### src/rtl/rate_tick_pkg.sv
// rate_tick_pkg: rate-select type, divisor lookup and period-counter width for rate_tick_gen.
package rate_tick_pkg;
  typedef logic [1:0] rate_sel_t;
  function automatic int unsigned div_of(rate_sel_t s, int unsigned d0, int unsigned d1,
                                         int unsigned d2, int unsigned d3);
    return s == 2'd0 ? d0 : s == 2'd1 ? d1 : s == 2'd2 ? d2 : d3;
  endfunction
  function automatic int unsigned calc_cw(int unsigned d0, int unsigned d1,
                                          int unsigned d2, int unsigned d3);
    int unsigned m01 = d0 > d1 ? d0 : d1;
    int unsigned m23 = d2 > d3 ? d2 : d3;
    return $clog2(m01 > m23 ? m01 : m23);
  endfunction
endpackage

### src/rtl/sync_2ff.sv
// sync_2ff: W-bit two-flop synchroniser for asynchronous level inputs.
module sync_2ff #(
  parameter int W = 1
) (
  input  logic         clk,
  input  logic         rst_n,
  input  logic [W-1:0] d,
  output logic [W-1:0] q
);
  logic [W-1:0] s1_q, s2_q;
  always_ff @(posedge clk or negedge rst_n)
    if (!rst_n) begin
      s1_q <= '0;
      s2_q <= '0;
    end else begin
      s1_q <= d;
      s2_q <= s1_q;
    end
  assign q = s2_q;
endmodule

### src/rtl/rate_tick_gen.sv
// rate_tick_gen: selectable-rate tick pulse and 50% divided clock; rate changes land on period boundaries.
// Define RATE_TICK_PAUSE_EN to add the synchronised i_pause input that freezes counting.
module rate_tick_gen
  import rate_tick_pkg::*;
#(
  parameter int unsigned DIV0 = 100_000_000,
  parameter int unsigned DIV1 = 50_000_000,
  parameter int unsigned DIV2 = 25_000_000,
  parameter int unsigned DIV3 = 10_000_000
) (
  input  logic       CLK,
  input  logic       rst_n,
  input  logic [1:0] contral,
`ifdef RATE_TICK_PAUSE_EN
  input  logic       i_pause,
`endif
  output logic       o_tick,
  output logic       o_CLK
);
  localparam int unsigned CW = calc_cw(DIV0, DIV1, DIV2, DIV3);
  if (DIV0 < 2 || DIV1 < 2 || DIV2 < 2 || DIV3 < 2 ||
      DIV0 % 2 != 0 || DIV1 % 2 != 0 || DIV2 % 2 != 0 || DIV3 % 2 != 0) begin : g_bad_div
    $error("rate_tick_gen: every DIVn must be even and >= 2");
  end
  rate_sel_t   sel_sync, sel_q, sel_d;
  logic [CW-1:0] cnt_q, cnt_d, d_m1, half_m1;
  logic        tick_q, tick_d, clk_q, clk_d, run, wrap;
  sync_2ff #(.W(2)) u_sel_sync (.clk(CLK), .rst_n(rst_n), .d(contral), .q(sel_sync));
`ifdef RATE_TICK_PAUSE_EN
  logic pause_sync;
  sync_2ff #(.W(1)) u_pause_sync (.clk(CLK), .rst_n(rst_n), .d(i_pause), .q(pause_sync));
  assign run = !pause_sync;
`else
  assign run = 1'b1;
`endif
  // The active rate is only swapped on the wrap, so every period runs at one divisor.
  always_comb begin
    d_m1    = CW'(div_of(sel_q, DIV0, DIV1, DIV2, DIV3) - 1);
    half_m1 = CW'(div_of(sel_q, DIV0, DIV1, DIV2, DIV3) / 2 - 1);
    wrap    = run && cnt_q == d_m1;
    cnt_d   = !run ? cnt_q : wrap ? '0 : cnt_q + CW'(1);
    tick_d  = wrap;
    clk_d   = wrap ? 1'b0 : (run && cnt_q == half_m1) ? 1'b1 : clk_q;
    sel_d   = wrap ? sel_sync : sel_q;
  end
  always_ff @(posedge CLK or negedge rst_n)
    if (!rst_n) begin
      cnt_q  <= '0;
      sel_q  <= 2'b00;
      tick_q <= 1'b0;
      clk_q  <= 1'b0;
    end else begin
      cnt_q  <= cnt_d;
      sel_q  <= sel_d;
      tick_q <= tick_d;
      clk_q  <= clk_d;
    end
  assign o_tick = tick_q;
  assign o_CLK  = clk_q;
endmodule

### config.mk
export PLATFORM = sky130hd
export DESIGN_NAME = rate_tick_gen
export DESIGN_NICKNAME = d
export VERILOG_FILES = /design/src/rtl/rate_tick_pkg.sv /design/src/rtl/sync_2ff.sv /design/src/rtl/rate_tick_gen.sv
export SDC_FILE = /design/constraint.sdc
export NUM_CORES = 1
export LEC_CHECK = 0
export CORE_MARGIN = 5
export CORE_UTILIZATION = 30
export CTS_CLUSTER_DIAMETER = 40
export DETAILED_ROUTE_END_ITERATION = 8
export GPL_ROUTABILITY_DRIVEN = 0
export PLACE_DENSITY = 0.47
export REMOVE_ABC_BUFFERS = 1
export SYNTH_ARGS = -nofsm -noshare
export SYNTH_HDL_FRONTEND = slang
export SYNTH_HIERARCHICAL = 1
export SYNTH_SLANG_ARGS = --single-unit
### constraint.sdc
create_clock -name CLK -period 6.6 [get_ports CLK]
set_input_delay 0.99 -clock CLK [delete_from_list [all_inputs] [get_ports CLK]]
set_output_delay 0.99 -clock CLK [all_outputs]
set_load 0.01 [all_outputs]
==> summary.txt <==
Mapped Cells: 236
Mapped Area: 2150 um^2
Yosys Warn Count: 6
Initial DRC Count: 88
CP Class: register to register
Pwr per Cell Area: 164.1 nW/um^2
# H-tree levels: 2
Nets: 234
Asr flop ratio synth: 1.000
Die W: 94.65 um
Worst Hold Class: register to register
RSZ-0062 raised after global routing: false
Postcts setup bufs: 0
IO buf count: 5
Die ar.: 8958 um^2
Vias per cell: 5.006
Final WL: 4.896 mm
Setup total negative slack: 0 ns
Layout cells sized above 1: 0.06550
CTS Buf Count: 5
Leak Pwr: 0.8622 nW
Clock slew at reported path FFs: 0.07 ns
Largest net degree at the start of global routing: 36
Reg2reg setup slack: 3.73 ns
Total grt overflow: 0
EDFF count, synth: 0
RR Endpoint: sel_q[1]
Design Area, Final: 2297 um^2
Post-route DRC: 0
# setup viols final: 0
Die height: 94.65 um
Worst setup path endpoint: sel_q[1]
Status: finished clean
Clock sink total: 35
Number of gates resized after cts: 0
DP Worst Slack: 3.768 ns
Cell Area, Placed: 2210 um^2
DPL Wire Length: 3.385 mm
Max transition margin: 0.4255
Post-synthesis register bit count: 35
Crit path from: sel_q[0]
Final WS setup: 3.726 ns
Max-Cap Viols: 0
Synth Flop Type: dfrtp_1
Initial antenna violation count: 0
Post-synth cell types: 52
Starting Density: 0.3129
I/O pin count: 6
Post-route antenna net violation count: 0
Req. time, crit path: 6.77 ns
Final Hold Fails: 0
Crit-path max FO: 30
Filler instances: 720
Fmax achieved: 347.9 MHz
Cells after DPL: 318
Peak VDD IR: 0.1000 mV
Final period util: 0.4355
Avg Inst Size Synth: 9.108 um^2
# hold bufs at CTS: 0
CTS tree: done
Area delta synth->final: 6.868%
Clk Latency, worst-skew pair: 0.28 ns
Final Skew: 0.005010 ns
Crit Reg-Reg Startpoint: sel_q[0]
GR Util All Layers: 0.1177
Total power: 0.3769 mW
Crit path arrival time: 3.04 ns
R2R depth: 6
N_diodes: 0
Util after Layout: 0.3344
Wire per inst: 15.06 um
First-pass detailed-route iteration total: 4
CTS root buf: clkbuf_8
CTS Buffer Depth: 2
Core area: 6869 um^2
Crit end category: register
Sequential share of the synthesized area: 0.4075
Worst slew pin tran: 0.8617 ns
Total number of vias: 1,627
Layout Cells excl Fill: 325
Final Max Slew Viols: 0
Vias in the first global route: 1,618
Setup crit start kind: register
Fin Hold WS: 0.3508 ns
First-pass GRT wire length: 8.280 mm
Rows: 30
Fin crit period: 2.874 ns
==> routing by layer <==
| layer | track usage | part of all wire | vias up |
|---|---|---|---|
| li1 | - | - | 801 |
| met1 | 0.1619 | 0.50 | 795 |
| met2 | 0.1856 | 0.46 | 23 |
| met3 | 0.02151 | 0.026 | 8 |
| met4 | 0.03966 | 0.013 | 0 |
| met5 | 0 | 0 | - |
==> cell type report <==
class / count / area (um^2) / share of cell area
clock buffer: 6 / 82.58 / 0.03595
timing repair buffer: 6 / 52.55 / 0.02288
multi-input combinational: 175 / 1139 / 0.4956
clock inverter: 1 / 5.005 / 0.002179
tap: 96 / 120.1 / 0.05229
sequential: 35 / 875.8 / 0.3813
inverter: 6 / 22.52 / 0.009804
==> cells in the final DEF, fill, tap and decap left out, types with 2 or more instances in the layout <==
cell and n:
a2111oi_4 2, a211oi_1 2, a21oi_1 6, and3_1 6, and3b_1 2, clkbuf_8 6
clkdlybuf4s50_1 4, dfrtp_1 35, inv_1 6, nand2_1 14, nand2b_1 6, nand3_1 9
nand4_1 3, nand4b_1 2, nor2_1 36, nor2b_1 8, nor3_1 11, nor4_1 5
nor4b_1 2, o21a_1 2, o21ai_0 6, or4b_1 2, xnor2_1 20, xor2_1 5
==> worst min-delay path by stage <==
stage,start,end,cells after the start
after floorplan,u_sel_sync/s1_q[0],u_sel_sync/q[0],0
after global placement,u_sel_sync/s1_q[0],u_sel_sync/q[0],0
after detailed placement,u_sel_sync/s1_q[1],u_sel_sync/q[1],0
after CTS,u_sel_sync/s1_q[1],u_sel_sync/q[1],0
after global routing,u_sel_sync/s1_q[0],u_sel_sync/q[0],0
final,u_sel_sync/s1_q[1],u_sel_sync/q[1],0
==> cells by family after synthesis <==
logic type      synth area share
simple gates              0.2806
fa+ha+maj               0.005820
compound gates            0.1263
buf+inv                  0.06286
flops                     0.4075
xor+xnor                  0.1019
mux                      0.01513
==> cells in the mapped netlist (all sizes together) (3+ instances only) <==
cell type | count | area [um^2]
a2111oi | 4 | 73.82
a21oi | 6 | 30.03
and3 | 6 | 37.54
buf | 11 | 78.82
clkbuf | 9 | 33.78
dfrtp | 35 | 875.8
inv | 6 | 22.52
nand2 | 14 | 52.55
nand2b | 6 | 37.54
nand3 | 10 | 55.05
nand4 | 3 | 18.77
nor2 | 36 | 135.1
nor2b | 8 | 50.05
nor3 | 11 | 55.05
nor4 | 5 | 31.28
o21ai | 6 | 30.03
xnor2 | 20 | 175.2
xor2 | 5 | 43.79
==> report_power, final <==
part / internal, mW / switching, mW
Clock: 0.0818 / 0.0736
Combinational: 0.00124 / 0.00410
Sequential: 0.216 / 0.000427
==> state kept, by name (all words and copies together) (netlist names) <==
signal and flops:
cnt_q 27, o_CLK 1, o_tick 1, sel_q 2
u_sel_sync/q 2, u_sel_sync/s1_q 2
==> critical path, cell delays in order (launching register included) <==
cell	delay (ns)
dfrtp_1	0.91
nand3_2	0.21
a2111oi_4	0.41
o2111ai_2	0.18
a2111oi_4	0.29
buf_4	0.36
mux2_2	0.37
(Power assumes the default switching activity.)
